<file path="src/rtl/ebi_master.sv">
// ebi_master: single-beat initiator for the multiplexed 16-bit EBI address/data
// bus used by the display driver.
//
// A request accepted on req_valid && req_ready is played out as an address
// phase (ALE low), one ALE-high cycle, a strobe phase (WE or RE low) and a
// hold phase, then the master returns to IDLE for at least one cycle.
//
// Ports:
//   clk_100m, rst              clock, asynchronous active-high reset
//   req_valid/req_ready        request handshake
//   req_we, req_bank,          request fields, captured at accept
//   req_addr, req_wdata
//   rsp_valid, rsp_rdata       one-cycle read response pulse and data
//   busy                       transaction in progress
//   ebi_ad_out/oe/in           split AD bus; tri-state buffer is external
//   EBI_ALE, EBI_WE, EBI_RE    active-low bus strobes
//   bank_select                bank of the current/last transaction
module ebi_master #(
  parameter int ADDR_CYC = 2,
  parameter int STRB_CYC = 3,
  parameter int HOLD_CYC = 1
) (
  input  logic        clk_100m,
  input  logic        rst,
  input  logic        req_valid,
  output logic        req_ready,
  input  logic        req_we,
  input  logic [2:0]  req_bank,
  input  logic [15:0] req_addr,
  input  logic [15:0] req_wdata,
  output logic        rsp_valid,
  output logic [15:0] rsp_rdata,
  output logic        busy,
  output logic [15:0] ebi_ad_out,
  output logic        ebi_ad_oe,
  input  logic [15:0] ebi_ad_in,
  output logic        EBI_ALE,
  output logic        EBI_WE,
  output logic        EBI_RE,
  output logic [2:0]  bank_select
);

  // Phase counters are loaded with length-1 and count down to zero.
  localparam logic [3:0] ADDR_LD = 4'(ADDR_CYC - 1);
  localparam logic [3:0] STRB_LD = 4'(STRB_CYC - 1);
  localparam logic [3:0] HOLD_LD = 4'(HOLD_CYC - 1);

  typedef enum logic [2:0] {
    ST_IDLE = 3'd0,
    ST_ADDR = 3'd1,
    ST_ALEH = 3'd2,
    ST_STRB = 3'd3,
    ST_HOLD = 3'd4
  } state_t;

  state_t      state_r;
  logic [3:0]  cnt_r;
  logic        we_r;
  logic [15:0] wdata_r;
  logic        accept_s;

  // req_ready is only ever high in IDLE, so this is the IDLE accept condition.
  assign accept_s = req_valid && req_ready;

  // Transaction sequencer; every bus-facing output is a register of this block.
  always_ff @(posedge clk_100m or posedge rst) begin
    if (rst) begin
      state_r     <= ST_IDLE;
      cnt_r       <= 4'd0;
      we_r        <= 1'b0;
      wdata_r     <= 16'h0000;
      req_ready   <= 1'b1;
      rsp_valid   <= 1'b0;
      rsp_rdata   <= 16'h0000;
      busy        <= 1'b0;
      ebi_ad_out  <= 16'h0000;
      ebi_ad_oe   <= 1'b0;
      EBI_ALE     <= 1'b1;
      EBI_WE      <= 1'b1;
      EBI_RE      <= 1'b1;
      bank_select <= 3'd0;
    end else begin
      rsp_valid <= 1'b0;
      case (state_r)
        ST_IDLE: begin
          if (accept_s) begin
            state_r     <= ST_ADDR;
            cnt_r       <= ADDR_LD;
            we_r        <= req_we;
            wdata_r     <= req_wdata;
            bank_select <= req_bank;
            ebi_ad_out  <= req_addr;
            ebi_ad_oe   <= 1'b1;
            EBI_ALE     <= 1'b0;
            req_ready   <= 1'b0;
            busy        <= 1'b1;
          end
        end
        ST_ADDR: begin
          if (cnt_r == 4'd0) begin
            // Address stays driven through the ALE rising edge.
            state_r <= ST_ALEH;
            EBI_ALE <= 1'b1;
          end else begin
            cnt_r <= cnt_r - 4'd1;
          end
        end
        ST_ALEH: begin
          state_r <= ST_STRB;
          cnt_r   <= STRB_LD;
          if (we_r) begin
            ebi_ad_out <= wdata_r;
            EBI_WE     <= 1'b0;
          end else begin
            // Release the bus on the same edge RE falls so the responder
            // never sees contention.
            ebi_ad_oe <= 1'b0;
            EBI_RE    <= 1'b0;
          end
        end
        ST_STRB: begin
          if (cnt_r == 4'd0) begin
            state_r <= ST_HOLD;
            cnt_r   <= HOLD_LD;
            EBI_WE  <= 1'b1;
            EBI_RE  <= 1'b1;
            if (!we_r) begin
              rsp_rdata <= ebi_ad_in;
            end
          end else begin
            cnt_r <= cnt_r - 4'd1;
          end
        end
        ST_HOLD: begin
          if (cnt_r == 4'd0) begin
            state_r   <= ST_IDLE;
            ebi_ad_oe <= 1'b0;
            req_ready <= 1'b1;
            busy      <= 1'b0;
            rsp_valid <= ~we_r;
          end else begin
            cnt_r <= cnt_r - 4'd1;
          end
        end
        default: begin
          state_r   <= ST_IDLE;
          ebi_ad_oe <= 1'b0;
          EBI_ALE   <= 1'b1;
          EBI_WE    <= 1'b1;
          EBI_RE    <= 1'b1;
          req_ready <= 1'b1;
          busy      <= 1'b0;
        end
      endcase
    end
  end

endmodule

</file>
<file path="config.mk">
export PLATFORM = sky130hd
export DESIGN_NAME = ebi_master
export DESIGN_NICKNAME = d
export VERILOG_FILES = /design/src/rtl/ebi_master.sv
export SDC_FILE = /design/constraint.sdc
export NUM_CORES = 1
export LEC_CHECK = 0
export ABC_AREA = 1
export BUFFER_PORTS_ARGS = -buffer_cell sky130_fd_sc_hd__buf_2
export CAP_MARGIN = 20
export CELL_PAD_IN_SITES_DETAIL_PLACEMENT = 0
export CELL_PAD_IN_SITES_GLOBAL_PLACEMENT = 1
export CORE_MARGIN = 2
export CORE_UTILIZATION = 39
export CTS_CLUSTER_SIZE = 16
export DETAILED_ROUTE_END_ITERATION = 16
export GPL_TIMING_DRIVEN = 0
export MAX_ROUTING_LAYER = met4
export PLACE_DENSITY = 0.88
export SYNTH_ARGS = -nofsm -noshare
export SYNTH_HDL_FRONTEND = slang
export SYNTH_SLANG_ARGS = --single-unit
</file>
<file path="constraint.sdc">
create_clock -name clk_100m -period 3 [get_ports clk_100m]
set_input_delay 0.3 -clock clk_100m [delete_from_list [all_inputs] [get_ports clk_100m]]
set_output_delay 0.3 -clock clk_100m [all_outputs]
set_load 0.05 [all_outputs]
</file>
-- After elaboration in Yosys (flattened, before gate mapping)
Cells that the tools add are included.
- register bits: 66
- input port bits: 55
- output and inout port bits: 42
- logic and storage cells: 77
- $add $sub $neg: 1
- equality and inequality tests: 11
- mux-type cells: 26
- bitwise logic cells: 5
- reduce and logical (&&, ||, !) cells: 20
- operators by type and width (cell ; number):
    16-bit 2-to-1 mux ; 2
    16-bit case mux with 2 select lines ; 1
    3-bit AND reduction ; 7
    4-bit case mux with 4 select lines ; 1
    1-bit case mux with 3 select lines ; 5
    3-bit case mux with 5 select lines ; 1
    2-bit != test (second input constant) ; 7
    3-bit 2-to-1 mux ; 4
    4-bit 2-to-1 mux ; 3
    3-bit OR reduction ; 3
    1-bit 2-to-1 mux ; 8
    4-bit AND reduction ; 2
    3-bit by 2-bit == test with 1-bit output (second input constant) ; 2
    1-bit NOT ; 5
    4-bit logical NOT ; 1
    1-bit case mux with 4 select lines ; 1
    4-bit nonzero test ; 1
    2-bit OR reduction ; 2
    4-bit by 1-bit subtractor with 4-bit output (second input constant) ; 1
    3-bit by 1-bit == test with 1-bit output (second input constant) ; 1
    3-bit == test (second input constant) ; 1
    3-bit logical NOT ; 1
    2-bit AND reduction ; 1
    2-bit nonzero test ; 1
    1-bit logical AND ; 1

-- Longest topological paths before layout
Gate-level depths: netlist of the first run.
- word-level depth: 4
- depth in mapped cells: 10
- gate-level depth less buffers: 9

-- Worst setup path after synthesis of the first run
OpenSTA, ideal clock, no wires.
- path type: register -> register
- start point: reg cnt_r[0]
- end point: reg rsp_rdata[0]
- setup time: 0.122 ns
- arrival: 1.458 ns
- required time: 2.878 ns
- setup slack: 1.420 ns
- cell stages (with the launch flop): 9
- buffers on the path: 1
- period minus slack after synthesis: 1.580 ns
- cell sequence: dfrtp_1 inv_1 ha_1 nand2_1 nor2_2 nand2_2 clkbuf_1 o21ai_1 nand2_1
- word-level cells in the longest chain between the ends: 2
- RTL lines (what ; RTL line ; source):
    start, declared ; 57 ; logic [3:0] cnt_r;
    start signal, assigned ; 105 ; cnt_r <= cnt_r - 4'd1;
    start signal, assigned ; 131 ; cnt_r <= cnt_r - 4'd1;
    start signal, assigned ; 142 ; cnt_r <= cnt_r - 4'd1;
    4-bit logical NOT ; 122 ; if (cnt_r == 4'd0) begin
    3-bit AND reduction (no line) ; n/a ;
    end signal, assigned ; 128 ; rsp_rdata <= ebi_ad_in;
    end, declared ; 32 ; output logic [15:0] rsp_rdata,
Every way passes these cells.
A chain may end at the register's enable or synchronous reset.

-- Final worst setup path of the first run
- start point: reg cnt_r[0]
- end point: reg rsp_rdata[5]
Same word-level chain as after synthesis.

==> results of run 1 <==
[kinds of logic (layout without fill, tap and decap cells)]
logic type | Yosys count | in the layout | synth area share
AND/OR/NAND/NOR | 249 | 249 | 0.338
flip-flops | 66 | 66 | 0.533
buffers and inverters | 38 | 151 | 0.0608
AO/OA/AOI/OAI | 35 | 35 | 0.0575
adder cells (fa/ha/maj) | 2 | 2 | 0.00805
XOR/XNOR | 1 | 1 | 0.00282
[through the flow]
step	worst slack (ns)	cell area (um^2)
3_3_place_gp	0.208	3720
5_1_grt	0.895	3990
2_1_floorplan	1.05	3110
4_1_cts	1.11	3990
6_report	1.12	3990
3_5_place_dp	1.12	3740
[how the worst max path moves through the flow]
| stage | from | to | slack (ns) | cells past startpoint |
|---|---|---|---|---|
| after floorplan | rst | bank_select[0]$_DFFE_PP0P_ | 1.05 | 1 |
| after global placement | rst | ebi_ad_out[1]$_DFFE_PP0P_ | 0.21 | 2 |
| after detailed placement | cnt_r[0]$_DFFE_PP0P_ | rsp_rdata[2]$_DFFE_PP0P_ | 1.12 | 8 |
| after CTS | cnt_r[0]$_DFFE_PP0P_ | rsp_rdata[2]$_DFFE_PP0P_ | 1.11 | 8 |
| after global routing | cnt_r[0]$_DFFE_PP0P_ | rsp_rdata[2]$_DFFE_PP0P_ | 0.90 | 8 |
| final | cnt_r[0]$_DFFE_PP0P_ | rsp_rdata[5]$_DFFE_PP0P_ | 1.12 | 8 |
[placed cells by master, fill, tap and decap left out, types with 2 or more instances in the layout]
| cell type | Yosys | layout |
|---|---|---|
| dfrtp_1 | 62 | 62 |
| buf_4 | 2 | 2 |
| buf_2 | 5 | 101 |
| ha_1 | 2 | 2 |
| nor2_8 | 2 | 2 |
| o21ai_0 | 15 | 15 |
| dfstp_2 | 4 | 4 |
| nand2_2 | 3 | 3 |
| clkbuf_8 | 0 | 10 |
| o21ai_1 | 16 | 16 |
| inv_1 | 19 | 18 |
| nand3_1 | 24 | 24 |
| nor2_2 | 2 | 2 |
| inv_2 | 4 | 5 |
| buf_6 | 4 | 4 |
| nand2_1 | 205 | 205 |
| nor2_4 | 4 | 4 |
| nor2_1 | 6 | 6 |
| bufinv_16 | 0 | 3 |
| clkbuf_1 | 3 | 3 |
| a21oi_1 | 3 | 3 |
[cells in the mapped netlist]
library cell  instances
buf_6                 4
nand3_2               1
xor2_1                1
ha_1                  2
a21oi_1               3
nand4_1               1
nand2_2               3
nand3_1              24
inv_2                 4
buf_2                 5
a21oi_2               1
nor2_2                2
clkbuf_1              3
dfrtp_1              62
inv_1                19
inv_4                 1
dfstp_2               4
o21ai_0              15
or2_2                 1
nor2_1                6
nor2_4                4
buf_4                 2
o21ai_1              16
nand2_1             205
nor2_8                2
[area by class of cell]
class                   instances  area, um^2
clock buffers                  10         138
multi-input cells             287        1260
plain buffers                  14        96.3
clock inverters                 6         113
flip-flops and latches         66        1660
repair buffers                 97         500
well taps                     102         128
fillers                       752        3740
inverters                      24        92.6
[sequential cells by signal, summed over array words and instances, names as in the netlist]
register,flops
req_ready,1
bank_select,3
cnt_r,4
EBI_RE,1
wdata_r,16
rsp_rdata,16
ebi_ad_out,16
EBI_ALE,1
rsp_valid,1
EBI_WE,1
state_r,3
busy,1
ebi_ad_oe,1
we_r,1
[power by group]
| group | leakage (nW) | switching, W | internal, W | total, W |
|---|---|---|---|---|
| logic | 1.31 | 0.00205 | 0.000709 | 0.00276 |
| registers | 0.810 | 0.000222 | 0.00133 | 0.00155 |
| clock network | 0.127 | 0.000358 | 0.000578 | 0.000935 |
[per-layer routing]
metal	share of wire	vias to the layer above
li1	-	1430
met1	0.46	1289
met2	0.49	64
met3	0.037	8
met4	0.012	0
met5	0	-
==> results.py, run 1 <==
metrics = {
    "run_status": {
        "status": "completed",
    },
    "sta": {
        "finalHoldViolations": 0,
        "setup_violations": 0,
        "rsz0062_at_grt": "false",
        "slew_violations": 0,
        "fin_setup_tns_ns": 0,
        "holdWs_ns": 0.0503,
        "skew_ns": 0.00813,
        "period_needed_ns": 1.88,
        "tightest_slew_ns": 0.666,
        "fmax_mhz": 533,
        "post-route-period-util": 0.625,
        "max_slew_margin": 0.555,
    },
    "cells_and_area": {
        "syn2layout_area_growth_pct": 28.2,
        "drive_gt1_frac": 0.294,
        "stdcell_count": 606,
        "nets": 556,
        "diodes": 0,
        "final_util": 0.516,
    },
    "power_and_ir_drop": {
        "power.total_w": 0.00525,
        "p_leak_nw": 2.24,
        "vdd_drop_max_mv": 0.645,
        "p_per_area_nw_per_um2": 1320,
    },
    "flow_run": {
        "maxCapViolations": 0,
    },
    "placement": {
        "hpwl_mm": 5.53,
        "portBuffers": 96,
        "dp.cells": 590,
        "gp_congestion": 0.860,
    },
    "grt": {
        "track_usage": 0.193,
        "met2_usage": 0.313,
        "grt_max_degree": 39,
        "use_met1": 0.249,
        "gr-total-overflow": 0,
        "antenna_found_initial": 0,
        "grt_pass1_vias": 2803,
        "top_usage_layer": "met2",
        "grt_pass1_wl_mm": 12.9,
        "met3_usage": 0.0314,
    },
    "setup_path": {
        "crit_slowest_cell": "dfrtp_1",
        "cp.arrival_ns": 2.11,
        "ff2ff_path_depth": 8,
        "path_common_cell": "nand2_1",
        "slowest_delay_ns": 0.38,
        "crit_chain": "inv_1 > ha_1 > nand2_1 > nor2_2 > nand2_2 > clkbuf_1 > o21ai_1 > nand2_1",
        "path_max_fanout": 10,
        "crit_path_end_kind": "register",
        "crit_buf_inv": 2,
        "r2r-end": "rsp_rdata[5]$_DFFE_PP0P_",
        "crit_type": "reg -> reg",
        "crit_family": "simple AND/OR/NAND/NOR gates",
        "r2r_start": "cnt_r[0]$_DFFE_PP0P_",
        "start_kind": "register",
        "required_ns": 3.23,
        "r2r_slack_ns": 1.12,
    },
    "logic_synthesis": {
        "ys_warn_count": 0,
        "syn_nets": 448,
        "ys_types": 25,
        "yosys.area.top_type_share": 0.499,
        "ys_ff_latch": 66,
        "netlist_area_um2": 3110,
        "synth_seq_area_share": 0.533,
        "syn-instance-count": 391,
        "synth.largest_area_cell": "dfrtp_1",
        "synth.avg_cell_area_um2": 7.95,
        "synthTopCellsByArea": "dfrtp_1, nand2_1, nand3_1, dfstp_2, o21ai_1",
    },
    "routing": {
        "route.detailed.drc": 0,
        "first_iter_violations": 110,
        "vias_per_cell": 4.61,
        "via_count": 2791,
        "drt_pass1_iterations": 4,
        "final_antenna_net_count": 0,
        "routed_wl_mm": 7.48,
        "post_drt_wl_per_cell_um": 12.3,
    },
    "die": {
        "die_area_um2": 8700,
        "io_pins": 97,
        "row_count": 32,
        "dieHeight_um": 93.3,
        "initial_core_util": 0.402,
        "die_w_um": 93.3,
        "core_um2": 7730,
    },
    "cts": {
        "postCtsSetupBuffers": 0,
        "post_cts_resized": 0,
        "cts.sinks": 66,
        "clk_pin_slew_ns": 0.08,
        "tritoncts": "done",
        "cts_hold_buf": 0,
        "clk_latency_ns": 0.34,
        "clk_path_buf_depth": 2,
        "cts_inserted_buffers": 9,
        "cts.htree.levels": 3,
        "cts-root-buf": "clkbuf_8",
    },
    "worst_hold_path": {
        "hold_class": "in -> async",
    },
}
No activity file was read; power rests on OpenSTA's default activity.
==> run 2: changes to the inputs <==
--- a/config.mk
+++ b/config.mk
@@ -11,12 +11,12 @@
 export CELL_PAD_IN_SITES_DETAIL_PLACEMENT = 0
 export CELL_PAD_IN_SITES_GLOBAL_PLACEMENT = 1
 export CORE_MARGIN = 2
-export CORE_UTILIZATION = 39
+export CORE_UTILIZATION = 36
 export CTS_CLUSTER_SIZE = 16
 export DETAILED_ROUTE_END_ITERATION = 16
 export GPL_TIMING_DRIVEN = 0
 export MAX_ROUTING_LAYER = met4
-export PLACE_DENSITY = 0.88
+export PLACE_DENSITY = 0.83
 export SYNTH_ARGS = -nofsm -noshare
 export SYNTH_HDL_FRONTEND = slang
 export SYNTH_SLANG_ARGS = --single-unit
==> constraint.sdc (replaced) <==
create_clock -name clk_100m -period 1.9 [get_ports clk_100m]
set_input_delay 0.19 -clock clk_100m [delete_from_list [all_inputs] [get_ports clk_100m]]
set_output_delay 0.19 -clock clk_100m [all_outputs]
set_load 0.05 [all_outputs]
==> run 2 against run 1 <==
Compared with the run above: sequential power grew 58%; sequential share of layout area grew 0.50 points; combinational power grew 59%; clock skew grew 0.0019 ns; design area shrank 1.2%; register-to-register slack lost 0.88 ns; die area grew 8.0%; first-iteration DRC count grew 45%; setup slack lost 0.88 ns; critical path type unchanged; critical endpoint is now rsp_rdata[1]$_DFFE_PP0P_; largest power group unchanged.
==> results.py, run 2 (synthesized netlist as in run 1, its figures left out) <==
metrics = {
    "routing": {
        "post_drt_wl_per_cell_um": 12.3,
        "routed_wl_mm": 7.47,
        "final_antenna_net_count": 0,
        "route.detailed.drc": 0,
        "vias_per_cell": 4.58,
        "via_count": 2783,
        "first_iter_violations": 159,
        "drt_pass1_iterations": 4,
    },
    "cells_and_area": {
        "diodes": 0,
        "nets": 555,
        "drive_gt1_frac": 0.292,
        "syn2layout_area_growth_pct": 26.7,
        "mostFrequentLayoutCell": "nand2_1",
        "mostFrequentLayoutCells": "nand2_1, buf_2, dfrtp_1",
        "top_regs": "ebi_ad_out x16, rsp_rdata x16, wdata_r x16",
    },
    "cts": {
        "clk_pin_slew_ns": 0.08,
        "clk_path_buf_depth": 2,
        "cts.sinks": 66,
        "cts_inserted_buffers": 9,
        "cts_hold_buf": 0,
        "cts-root-buf": "clkbuf_8",
        "cts.htree.levels": 3,
        "tritoncts": "done",
        "clk_latency_ns": 0.33,
    },
    "run_status": {
        "status": "completed",
    },
    "setup_path": {
        "path_max_fanout": 10,
        "required_ns": 2.13,
        "crit_type": "reg -> reg",
        "crit_path_end_kind": "register",
        "cp.arrival_ns": 1.89,
        "start_kind": "register",
    },
    "sta": {
        "period_needed_ns": 1.66,
        "finalHoldViolations": 0,
        "holdWs_ns": 0.00410,
        "slew_violations": 0,
        "max_slew_margin": 0.466,
        "tightest_slew_ns": 0.801,
        "setup_violations": 0,
        "post-route-period-util": 0.873,
        "rsz0062_at_grt": "false",
        "skew_ns": 0.0101,
        "fmax_mhz": 603,
    },
    "power_and_ir_drop": {
        "seqPwrFrac": 0.305,
        "pwr-share-comb": 0.544,
        "p_sw_w": 0.00414,
        "power.clock.fraction": 0.151,
        "power.total_w": 0.00804,
        "p_leak_nw": 2.21,
        "p_per_area_nw_per_um2": 2040,
        "p_sw_frac": 0.514,
        "vdd_drop_max_mv": 0.880,
        "intPower_w": 0.00390,
    },
    "placement": {
        "portBuffers": 96,
        "hpwl_mm": 5.43,
        "gp_congestion": 0.826,
    },
    "die": {
        "die_area_um2": 9400,
        "io_pins": 97,
        "row_count": 33,
        "initial_core_util": 0.375,
        "dieHeight_um": 96.9,
        "core_um2": 8300,
        "die_w_um": 96.9,
    },
    "grt": {
        "grt_pass1_wl_mm": 12.9,
        "gr-total-overflow": 0,
        "grt_pass1_vias": 2710,
        "antenna_found_initial": 0,
        "track_usage": 0.173,
        "grt_max_degree": 67,
    },
    "flow_run": {
        "maxCapViolations": 0,
    },
    "worst_hold_path": {
        "hold_class": "in -> async",
    },
}
[run 2: layer usage]
metal	up-vias	track usage	part of all wire
met5	-	-	0
met4	0	0.0791	0.023
met3	10	0.0311	0.053
met2	59	0.266	0.47
met1	1280	0.224	0.45
li1	1434	-	-
[run 2: timing repair]
item | in CTS | in global routing
resized for setup | 1 | 3
cloned | 0 | 0
buffers inserted | 0 | 0
setup endpoints to repair | 9 | 10
[run 2: final cells by class]
type	instances	area (um^2)
Fill cell	844	4360
Sequential cell	66	1660
Multi-Input combinational cell	287	1270
Timing Repair Buffer	96	480
Clock buffer	12	155
Tap cell	105	131
Buffer	14	97.6
Inverter	24	95.1
Clock inverter	4	50.0
[run 2: metrics by stage]
step | utilization | cell area (um^2) | instances | setup TNS, ns | worst slack [ns]
6_report | 0.475 | 3940 | 608 | 0 | 0.242
3_3_place_gp | 0.448 | 3720 | 592 | -50.38 | -0.807
5_1_grt | 0.475 | 3940 | 608 | 0 | 0.0623
4_1_cts | 0.474 | 3930 | 608 | 0 | 0.0489
2_1_floorplan | - | 3110 | 391 | 0 | 0.0618
3_5_place_dp | 0.449 | 3720 | 592 | -0.0164 | -0.00651
[run 2: worst paths after layout]
check	depth (start not counted)	to	from	slack, ns
max	8	rsp_rdata[1]$_DFFE_PP0P_	cnt_r[0]$_DFFE_PP0P_	0.24
min	2	rsp_rdata[14]$_DFFE_PP0P_	rst	0.004
max reg2reg	8	rsp_rdata[1]$_DFFE_PP0P_	cnt_r[0]$_DFFE_PP0P_	0.24
max in group asynchronous	2	wdata_r[12]$_DFFE_PP0P_	rst	1.36
min reg2reg	2	EBI_WE$_DFFE_PP1P_	EBI_WE$_DFFE_PP1P_	0.47
min in group clk_100m	3	rsp_rdata[7]$_DFFE_PP0P_	ebi_ad_in[7]	0.05
[run 2: worst max-delay path, stage by stage (launching register included)]
cell	delay (ns)
dfrtp_1	0.38
inv_1	0.16
ha_1	0.19
nand2_1	0.09
nor2_4	0.19
nand2_4	0.14
buf_2	0.21
o21ai_1	0.13
nand2_1	0.06
[run 2: power groups by stage]
stage                     registers (W)  logic, W  clock network, W
final                           0.00245   0.00438           0.00121
after global routing            0.00255   0.00482           0.00131
after CTS                       0.00245   0.00441           0.00125
after detailed placement        0.00247   0.00438                 0
after global placement          0.00245   0.00435                 0
after floorplan                 0.00389   0.00195                 0
==> run 3: changes to the inputs <==
--- a/config.mk
+++ b/config.mk
@@ -16,7 +16,7 @@
 export DETAILED_ROUTE_END_ITERATION = 16
 export GPL_TIMING_DRIVEN = 0
 export MAX_ROUTING_LAYER = met4
-export PLACE_DENSITY = 0.83
+export PLACE_DENSITY_LB_ADDON = 0.1
 export SYNTH_ARGS = -nofsm -noshare
 export SYNTH_HDL_FRONTEND = slang
 export SYNTH_SLANG_ARGS = --single-unit
==> run 3 against run 2 <==
Compared with the run above: combinational power is essentially flat; non-clock buffer count is the same; total power grew 0.44%; maximum frequency shrank 1.3%; sequential share of layout area is essentially flat; hold slack gained 0.011 ns; utilization is essentially flat; count of clock-buffer cells in the layout grew 1; design area is essentially flat; first-iteration DRC count shrank 13%; critical path type unchanged.
==> results.py, run 3 (synthesized netlist as in run 1, its figures left out) <==
metrics = {
    "run_status": {
        "status": "completed",
    },
    "sta": {
        "fin_setup_tns_ns": 0,
        "period_needed_ns": 1.68,
        "max_slew_margin": 0.464,
        "setup_violations": 0,
        "skew_ns": 0.00604,
        "post-route-period-util": 0.884,
        "fmax_mhz": 596,
        "rsz0062_at_grt": "false",
        "slew_violations": 0,
        "tightest_slew_ns": 0.805,
        "finalHoldViolations": 0,
    },
    "cts": {
        "cts-root-buf": "clkbuf_8",
        "clk_pin_slew_ns": 0.07,
        "tritoncts": "done",
        "cts.sinks": 66,
        "cts.htree.levels": 3,
        "clk_path_buf_depth": 2,
        "postCtsSetupBuffers": 0,
        "cts_inserted_buffers": 9,
        "clk_latency_ns": 0.34,
    },
    "die": {
        "dieHeight_um": 96.9,
        "row_count": 33,
        "initial_core_util": 0.375,
        "die_w_um": 96.9,
        "core_um2": 8300,
        "die_area_um2": 9400,
        "io_pins": 97,
    },
    "grt": {
        "grt_pass1_vias": 2713,
        "grt_pass1_wl_mm": 13.1,
        "gr-total-overflow": 0,
        "grt_max_degree": 67,
        "track_usage": 0.177,
        "antenna_found_initial": 0,
    },
    "cells_and_area": {
        "mostFrequentLayoutCell": "nand2_1",
        "final_area_um2": 3940,
        "mostFrequentLayoutCells": "nand2_1, buf_2, dfrtp_1",
        "diodes": 0,
        "syn2layout_area_growth_pct": 26.7,
        "nets": 555,
        "drive_gt1_frac": 0.291,
        "nFillCells": 891,
        "final_util": 0.475,
        "top_regs": "ebi_ad_out x16, rsp_rdata x16, wdata_r x16",
    },
    "setup_path": {
        "crit_path_end_kind": "register",
        "cp-startpoint": "cnt_r[0]$_DFFE_PP0P_",
        "r2r_start": "cnt_r[0]$_DFFE_PP0P_",
        "start_kind": "register",
        "cp.arrival_ns": 1.91,
        "crit_type": "reg -> reg",
        "required_ns": 2.13,
        "path_max_fanout": 10,
    },
    "power_and_ir_drop": {
        "p_leak_nw": 2.22,
        "p_per_area_nw_per_um2": 2050,
        "vdd_drop_max_mv": 1.02,
    },
    "routing": {
        "routed_wl_mm": 7.56,
        "vias_per_cell": 4.59,
        "route.detailed.drc": 0,
        "first_iter_violations": 138,
        "final_antenna_net_count": 0,
        "via_count": 2788,
        "drt_pass1_iterations": 4,
        "post_drt_wl_per_cell_um": 12.5,
    },
    "placement": {
        "hpwl_mm": 5.32,
        "postPlaceCellArea_um2": 3720,
        "gp_congestion": 0.851,
        "portBuffers": 96,
    },
    "worst_hold_path": {
        "hold_class": "in -> async",
    },
    "flow_run": {
        "maxCapViolations": 0,
    },
}
run 3: final timing paths:
path | to | slack [ns] | depth (start not counted)
max | rsp_rdata[1]$_DFFE_PP0P_ | 0.22 | 8
min | wdata_r[6]$_DFFE_PP0P_ | 0.01 | 2
max reg2reg | rsp_rdata[1]$_DFFE_PP0P_ | 0.22 | 8
min reg2reg | EBI_WE$_DFFE_PP1P_ | 0.47 | 2
max in group asynchronous | ebi_ad_out[4]$_DFFE_PP0P_ | 1.37 | 2
min in group clk_100m | rsp_rdata[15]$_DFFE_PP0P_ | 0.04 | 3
run 3: worst max-delay path: stages, from the launching register on:
cell	delay, ns
dfrtp_1	0.38
inv_1	0.16
ha_1	0.20
nand2_1	0.09
nor2_4	0.18
nand2_4	0.14
buf_2	0.22
o21ai_1	0.13
nand2_1	0.06
run 3: layout make-up:
class                           count  area, um^2  area share
Timing Repair Buffer               96         480       0.122
Clock buffer                       13         169      0.0429
Buffer                             14        97.6      0.0248
Clock inverter                      2        35.0     0.00889
Sequential cell                    66        1660       0.421
Inverter                           24        95.1      0.0241
Tap cell                          105         131      0.0334
Multi-Input combinational cell    287        1270       0.323
run 3: report_power, final:
group	internal, W	switching, W	leakage, nW
Combinational	0.00113	0.00327	1.31
Clock	0.000705	0.000529	0.106
Sequential	0.00210	0.000342	0.810
run 3: through the flow:
step	worst slack [ns]	power, W	cells	hold slack, ns
floorplan	0.0618	0.00584	391	0.307
global placement	-0.856	0.00684	592	0.389
detailed placement	-0.0166	0.00687	592	0.395
CTS	0.0325	0.00813	607	0.0301
global route	0.0221	0.00872	607	0.0336
finish	0.221	0.00807	607	0.0148
run 3: routing by layer:
metal  part of all wire  GRT usage  up-vias  wire length, um
met2               0.43      0.259       87             3220
met4              0.016     0.0780        0              118
met5                  0          -        -                0
met1               0.49      0.235     1262             3710
li1                   -          -     1427                -
met3              0.067     0.0412       12              505
run 3: what timing repair did:
item,in CTS,in global routing
hold buffers,0,0
gates resized for setup,1,3
setup endpoints to repair,9,11
endpoints found under the hold margin,0,0
